File: src/rtl/hdr_ddr_payload_fetch.sv
// hdr_ddr_payload_fetch
// Fetches a decoded descriptor's payload out of the target register file,
// two bytes per HDR-DDR data word, and presents each 16-bit word (first byte
// in [15:8]) to the DDR serializer. An odd trailing byte is padded with 0x00.
//
// Handshake: o_fetch_valid rises in PRESENT and stays high, with o_fetch_word,
// o_fetch_last and o_fetch_odd held stable, until the clock edge where
// i_fetch_ready is also high; that edge transfers the word. Ready while valid
// is low has no effect.
//
// dbg_state: 0 IDLE, 1 RD_LO, 2 RD_HI, 3 CAP, 4 PRESENT, 5 DONE.

module hdr_ddr_payload_fetch #(
    parameter int WIDTH = 8,
    parameter int ADDR  = 12,
    parameter int LEN_W = 16
) (
    input  logic             i_fetch_clk,
    input  logic             i_fetch_rst_n,
    input  logic             i_fetch_start,
    input  logic             i_fetch_abort,
    input  logic [ADDR-1:0]  i_fetch_base_addr,
    input  logic [LEN_W-1:0] i_frmcnt_data_len,
    input  logic [2:0]       i_frmcnt_DTT,
    output logic             o_regf_rd_en,
    output logic [ADDR-1:0]  o_regf_addr,
    input  logic [WIDTH-1:0] i_regf_data_rd,
    output logic [15:0]      o_fetch_word,
    output logic             o_fetch_valid,
    input  logic             i_fetch_ready,
    output logic             o_fetch_last,
    output logic             o_fetch_odd,
    output logic             o_fetch_busy,
    output logic             o_fetch_done,
    output logic [2:0]       dbg_state
);

    typedef enum logic [2:0] {
        S_IDLE    = 3'd0,
        S_RD_LO   = 3'd1,
        S_RD_HI   = 3'd2,
        S_CAP     = 3'd3,
        S_PRESENT = 3'd4,
        S_DONE    = 3'd5
    } state_t;

    localparam logic [LEN_W:0] ONE = {{LEN_W{1'b0}}, 1'b1};
    localparam logic [LEN_W:0] TWO = ONE + ONE;

    state_t           state;
    state_t           state_n;
    logic [ADDR-1:0]  base_q;
    logic [LEN_W-1:0] len_q;
    logic [LEN_W-1:0] idx_q;
    logic [15:0]      word_q;
    logic             odd_q;

    logic [LEN_W-1:0] len_eff;
    logic [7:0]       rd_byte;
    logic [LEN_W:0]   idx_x;
    logic [LEN_W:0]   len_x;
    logic [LEN_W:0]   idx_p1;
    logic [LEN_W:0]   idx_p2;
    logic             more_hi;
    logic             all_sent;
    logic             start_take;

    // A zero data-length field means a short transfer sized by DTT.
    assign len_eff    = (i_frmcnt_data_len != '0) ? i_frmcnt_data_len : LEN_W'(i_frmcnt_DTT);
    assign rd_byte    = 8'(i_regf_data_rd);
    // Index comparisons carry one extra bit so idx+1 and idx+2 never wrap.
    assign idx_x      = {1'b0, idx_q};
    assign len_x      = {1'b0, len_q};
    assign idx_p1     = idx_x + ONE;
    assign idx_p2     = idx_x + TWO;
    assign more_hi    = (idx_p1 < len_x);
    assign all_sent   = (idx_x >= len_x);
    assign start_take = (state == S_IDLE) && i_fetch_start && !i_fetch_abort;

    assign o_fetch_word = word_q;
    assign dbg_state    = state;

    // State register.
    always_ff @(posedge i_fetch_clk or negedge i_fetch_rst_n) begin
        if (!i_fetch_rst_n) begin
            state <= S_IDLE;
        end else begin
            state <= state_n;
        end
    end

    // Next-state logic; abort wins over ready and start.
    always_comb begin
        state_n = state;
        if (i_fetch_abort) begin
            state_n = S_IDLE;
        end else begin
            case (state)
                S_IDLE:    if (i_fetch_start) state_n = (len_eff != '0) ? S_RD_LO : S_DONE;
                S_RD_LO:   state_n = more_hi ? S_RD_HI : S_CAP;
                S_RD_HI:   state_n = S_CAP;
                S_CAP:     state_n = S_PRESENT;
                S_PRESENT: if (i_fetch_ready) state_n = all_sent ? S_DONE : S_RD_LO;
                S_DONE:    state_n = S_IDLE;
                default:   state_n = S_IDLE;
            endcase
        end
    end

    // Transfer context, byte index and word assembly from read-port data.
    always_ff @(posedge i_fetch_clk or negedge i_fetch_rst_n) begin
        if (!i_fetch_rst_n) begin
            base_q <= '0;
            len_q  <= '0;
            idx_q  <= '0;
            word_q <= '0;
            odd_q  <= 1'b0;
        end else if (start_take) begin
            base_q <= i_fetch_base_addr;
            len_q  <= len_eff;
            idx_q  <= '0;
            odd_q  <= 1'b0;
        end else begin
            case (state)
                S_RD_LO: odd_q <= !more_hi;
                S_RD_HI: word_q[15:8] <= rd_byte;
                S_CAP: begin
                    if (odd_q) begin
                        word_q <= {rd_byte, 8'h00};
                    end else begin
                        word_q[7:0] <= rd_byte;
                    end
                    idx_q <= (idx_p2 > len_x) ? len_q : idx_p2[LEN_W-1:0];
                end
                default: ;
            endcase
        end
    end

    // Outputs decoded from the current state.
    always_comb begin
        o_regf_rd_en  = 1'b0;
        o_regf_addr   = '0;
        o_fetch_valid = 1'b0;
        o_fetch_last  = 1'b0;
        o_fetch_odd   = 1'b0;
        o_fetch_done  = 1'b0;
        o_fetch_busy  = (state != S_IDLE);
        case (state)
            S_RD_LO: begin
                o_regf_rd_en = 1'b1;
                o_regf_addr  = base_q + ADDR'(idx_q);
            end
            S_RD_HI: begin
                o_regf_rd_en = 1'b1;
                o_regf_addr  = base_q + ADDR'(idx_q) + ADDR'(1);
            end
            S_PRESENT: begin
                o_fetch_valid = 1'b1;
                o_fetch_last  = all_sent;
                o_fetch_odd   = all_sent && len_q[0];
            end
            S_DONE: o_fetch_done = 1'b1;
            default: ;
        endcase
    end

endmodule

File: config.mk
export PLATFORM = sky130hd
export DESIGN_NAME = hdr_ddr_payload_fetch
export DESIGN_NICKNAME = d
export VERILOG_FILES = /design/src/rtl/hdr_ddr_payload_fetch.sv
export SDC_FILE = /design/constraint.sdc
export NUM_CORES = 1
export LEC_CHECK = 0
export CAP_MARGIN = 20
export CELL_PAD_IN_SITES_DETAIL_PLACEMENT = 1
export CELL_PAD_IN_SITES_GLOBAL_PLACEMENT = 2
export CORE_MARGIN = 1
export CORE_UTILIZATION = 30
export DETAILED_ROUTE_END_ITERATION = 12
export HOLD_SLACK_MARGIN = 0.15
export PLACE_DENSITY_LB_ADDON = 0.1
export SLEW_MARGIN = 30
export SYNTH_ARGS = -nofsm -noshare
export SYNTH_HDL_FRONTEND = slang
export SYNTH_SLANG_ARGS = --single-unit
File: constraint.sdc
create_clock -name i_fetch_clk -period 3.37 [get_ports i_fetch_clk]
set_input_delay 0.8425 -clock i_fetch_clk [delete_from_list [all_inputs] [get_ports i_fetch_clk]]
set_output_delay 0.8425 -clock i_fetch_clk [all_outputs]
set_load 0.02 [all_outputs]
==> metrics.txt <==
# TYPE chip_impl_metric gauge
chip_impl_metric{name="cts_sinks",unit=""} 64
chip_impl_metric{name="r2r.worst_path.cells",unit=""} 21
chip_impl_metric{name="detail_route.wirelength",unit="um"} 18900
chip_impl_metric{name="crit_cells",unit=""} 11
chip_impl_metric{name="drt.antenna.violating_nets",unit=""} 0
chip_impl_metric{name="timing.final.max_slew_violations",unit=""} 0
chip_impl_metric{name="die_area",unit="um^2"} 17600
chip_impl_metric{name="clock_insertion_delay_worst_skew",unit="ps"} 350
chip_impl_metric{name="grt_pass1_wl",unit="um"} 29800
chip_impl_metric{name="synth-seq-area-share",unit="%"} 31.3
chip_impl_metric{name="p_leak",unit="uW"} 0.00375
chip_impl_metric{name="place_congestion",unit=""} 0.843
chip_impl_info{name="crit_slowest_cell",value="dfrtp_2"} 1
chip_impl_metric{name="nets",unit=""} 864
chip_impl_metric{name="grt.met2_usage",unit="%"} 39.4
chip_impl_metric{name="area_taken_by_flip_flops_and_latches",unit="um^2"} 1600
chip_impl_metric{name="clkSlewWorstSetupHoldPaths",unit="ps"} 60
chip_impl_metric{name="syn_area",unit="um^2"} 5120
chip_impl_metric{name="initial_antenna_violation_count",unit=""} 1
chip_impl_metric{name="max_cap_viol_count",unit=""} 0
chip_impl_metric{name="detailed_place.area",unit="um^2"} 6910
chip_impl_metric{name="timing.final.ws_setup",unit="ps"} -645
chip_impl_info{name="worstSetupStartpointType",value="flip-flop"} 1
chip_impl_metric{name="global_route.overflow_total",unit=""} 0
chip_impl_metric{name="crit_fanout",unit=""} 3
chip_impl_metric{name="area_share_of_the_largest_cell_type_after_synthesis",unit="%"} 31.3
chip_impl_metric{name="achievable-frequency",unit="MHz"} 249
chip_impl_metric{name="place_inst",unit=""} 937
chip_impl_metric{name="io_buffers",unit=""} 80
chip_impl_info{name="netlist.top_cell.by_area",value="dfrtp_1"} 1
chip_impl_info{name="most_common_cell_in_the_netlist",value="dfrtp_1"} 1
chip_impl_metric{name="die_w",unit="um"} 133
chip_impl_metric{name="wire_per_inst",unit="um"} 19.2
chip_impl_metric{name="critical_path_required",unit="ps"} 2530
chip_impl_info{name="cp-end-kind",value="primary output"} 1
chip_impl_info{name="setup_repair_after_global_routing_missed_its_margin",value="true"} 1
chip_impl_metric{name="placementRows",unit=""} 47
chip_impl_metric{name="number_of_antenna_repair_diodes",unit=""} 0
chip_impl_info{name="violations_in_the_final_reports",value="negative setup slack"} 1
chip_impl_metric{name="first_iter_violations",unit=""} 156
chip_impl_metric{name="route.detailed.vias_per_inst",unit=""} 5.09
chip_impl_metric{name="drcViolationCount",unit=""} 0
chip_impl_metric{name="fin_setup_tns",unit="ps"} -9000
chip_impl_metric{name="design_area",unit="um^2"} 8170
chip_impl_info{name="gr-max-usage-layer",value="met2"} 1
chip_impl_info{name="yosys-top-cells-area",value="dfrtp_1 31%, ha_1 15%, mux2_1 5.5%"} 1
chip_impl_metric{name="dp_hpwl",unit="um"} 14000
chip_impl_info{name="critical_path.most_common_cell",value="or3_4"} 1
chip_impl_metric{name="crit_path_max_incr_delay",unit="ps"} 420
chip_impl_metric{name="syn_area_per_cell",unit="um^2"} 9.16
chip_impl_info{name="timing.setup.critical_path_class",value="flip-flop to primary output"} 1
chip_impl_info{name="clk_root_buffer_cell",value="clkbuf_16"} 1
chip_impl_metric{name="finalHoldViolations",unit=""} 0
chip_impl_metric{name="syn-instance-count",unit=""} 559
chip_impl_metric{name="worstPathBufferInverterCount",unit=""} 1
chip_impl_metric{name="cts_buffers",unit=""} 9
chip_impl_metric{name="clock_path_buffers",unit=""} 2
chip_impl_metric{name="area.growth.synth_to_final",unit="%"} 59.5
chip_impl_metric{name="min_delay_path_depth",unit=""} 2
chip_impl_info{name="path_cells",value="ha_4 > fa_2 > a211oi_2 > nor2_1 > a21o_1 > or3_4 > or3_4 > or2_4 > xnor2_2 > o22ai_2 > buf_6"} 1
chip_impl_info{name="cts_tree",value="built"} 1
chip_impl_info{name="critical_path.top_delay_family",value="simple AND/OR/NAND/NOR gates"} 1
chip_impl_metric{name="height_of_the_die",unit="um"} 133
chip_impl_metric{name="synth_cell_types",unit=""} 60
chip_impl_metric{name="first_pass_iters",unit=""} 4
chip_impl_metric{name="global_route.usage.met1",unit="%"} 26.5
chip_impl_metric{name="stdcell_count",unit=""} 983
chip_impl_metric{name="max_slew.worst_pin.slew",unit="ps"} 778
chip_impl_info{name="outcome",value="finished, violations left"} 1
chip_impl_metric{name="post_route_worst_hold_slack",unit="ps"} 475
chip_impl_metric{name="final_layout_size_suffix_gt1_share",unit="%"} 35.9
chip_impl_info{name="synth_common_cells",value="64 x dfrtp_1, 61 x ha_1, 44 x a21oi_1, 44 x nand2_1, 32 x inv_1"} 1
chip_impl_metric{name="design.portCount",unit=""} 81
chip_impl_metric{name="cts_max_level",unit=""} 3
chip_impl_info{name="ys.flop_type",value="dfrtp_1"} 1
chip_impl_metric{name="max-vdd-ir-drop",unit="mV"} 0.390
chip_impl_metric{name="pin_count_of_the_biggest_net_entering_global_routing",unit=""} 65
chip_impl_metric{name="worst-endpoint-arrival",unit="ps"} 3170
chip_impl_metric{name="multi_input_area",unit="um^2"} 3900
chip_impl_metric{name="setup_skew",unit="ps"} 12.6
chip_impl_metric{name="synth-async-reset-ratio",unit="%"} 100
chip_impl_metric{name="worst_slew_margin_rel",unit="%"} 48.1
chip_impl_metric{name="core_box_area",unit="um^2"} 16600
chip_impl_metric{name="synth_edf_count",unit=""} 0
chip_impl_metric{name="route.vias.total",unit=""} 5007
chip_impl_metric{name="powerDensity",unit="nW/um^2"} 741
chip_impl_metric{name="groute.layer.met3.usage",unit="%"} 4.25
chip_impl_metric{name="first_global_vias",unit=""} 5474
chip_impl_metric{name="min_period",unit="ps"} 4020
chip_impl_info{name="holdCritPathClass",value="flip-flop to flip-flop"} 1
chip_impl_metric{name="yosys_register_bits",unit=""} 64
chip_impl_metric{name="synth_fp_nets",unit=""} 665
chip_impl_metric{name="synth.yosys.warnings",unit=""} 0
chip_impl_metric{name="setup_viol_count_final",unit=""} 27
chip_impl_metric{name="postCtsHoldBufs",unit=""} 0
chip_impl_metric{name="initial_utilization",unit="%"} 30.8
chip_impl_metric{name="groute.usage.overall",unit="%"} 21.9
chip_impl_metric{name="post-route-period-util",unit="%"} 119
chip_impl_metric{name="layout.filler_cells",unit=""} 1840
[cells in the final DEF (no fill, tap or decap), types with 6 or more instances in the layout]
cell               n
a21o_1            16
a21oi_1           27
a21oi_2           15
buf_4            108
buf_6             25
clkbuf_16         10
clkdlybuf4s50_1   66
dfrtp_1           62
ha_1              56
inv_1             29
mux2_1            25
mux2_2             9
nand2_1           36
nand2b_1          11
nand3_1           12
nand4_1            7
nor2_1            12
nor3_2             7
nor4_1             7
o21ai_0           17
o21ai_1           13
o21ai_2            7
o22ai_1            9
o22ai_2            6
xnor2_1           25
xnor2_2            7
xor2_1            16
[routing by layer]
layer	vias to the layer above	share of wire [%]	wire length (um)
met3	14	3.1	585
met1	2500	43	8090
met4	0	1.2	225
li1	2423	-	-
met2	70	53	9980
met5	-	0	0
[worst register-to-register path, stage by stage (launching register included)]
cell       delay [ps]
dfrtp_2           390
buf_6             100
buf_6              80
buf_6              80
buf_8              90
buf_6              90
ha_4              120
and3_4            190
nand3_4            80
nor3_4            210
buf_6             130
nand3_4            90
xnor2_2           160
ha_1              310
nand4_1           140
or2_1             290
a21o_1            190
o2111ai_4         120
o2bb2ai_4         270
clkbuf_16         260
mux2i_1           200
o21ai_1            80
[stage by stage]
stage	worst slack [ps]	total power (uW)	util, %
floorplan	-236	2980	-
detailed placement	-690	4460	41.5
finish	-645	6050	49.1
CTS	-656	5900	47.0
global route	-728	6470	49.1
global placement	-676	4370	41.5
[logic make-up (layout without fill, tap and decap cells)]
kind of cell	after synthesis	count (layout)	share of synthesized area [%]
compound gates	142	142	17.2
xor+xnor	49	49	8.53
fa+ha+maj	62	62	15.3
buf+inv	55	259	4.18
flops	64	64	31.3
mux	35	35	7.67
simple gates	152	152	15.9
[what timing repair did]
item / CTS / global route
endpoints found under the setup margin: 28 / 31
buffers inserted: 18 / 14
gates cloned: 2 / 0
pin swaps: 43 / 41
gates resized for setup: 140 / 68
[path summary, 6_finish.rpt]
path | start | end | slack, ps
max | idx_q[0]$_DFFE_PN0P_ | o_regf_addr[9] | -650
min | o_fetch_word[3]$_DFFE_PN0P_ | o_fetch_word[3]$_DFFE_PN0P_ | 480
max reg2reg | idx_q[1]$_DFFE_PN0P_ | idx_q[2]$_DFFE_PN0P_ | -410
min reg2reg | o_fetch_word[3]$_DFFE_PN0P_ | o_fetch_word[3]$_DFFE_PN0P_ | 480
max in group asynchronous | i_fetch_rst_n | idx_q[1]$_DFFE_PN0P_ | 2530
min in group asynchronous | i_fetch_rst_n | base_q[4]$_DFFE_PN0P_ | 500
[final cells by class]
class,instances,area share [%]
Inverter,34,1.62
Timing Repair Buffer,209,23.3
Clock inverter,6,1.41
Tap cell,220,3.37
Multi-Input combinational cell,440,47.8
Sequential cell,64,19.6
Clock buffer,10,2.93
[flip-flops by register name (all words and copies together) (netlist names)]
signal	count
idx_q	16
dbg_state	3
o_fetch_word	16
len_q	16
odd_q	1
base_q	12
[report_power, final]
group          switching (uW)  total, uW  leakage [uW]  internal, uW
sequential                216       1280      0.000791          1060
combinational            1840       3650       0.00279          1800
clock                     381       1130      0.000169           747
total                    2440       6050       0.00375          3610
Power figures use the tool's default switching activity.
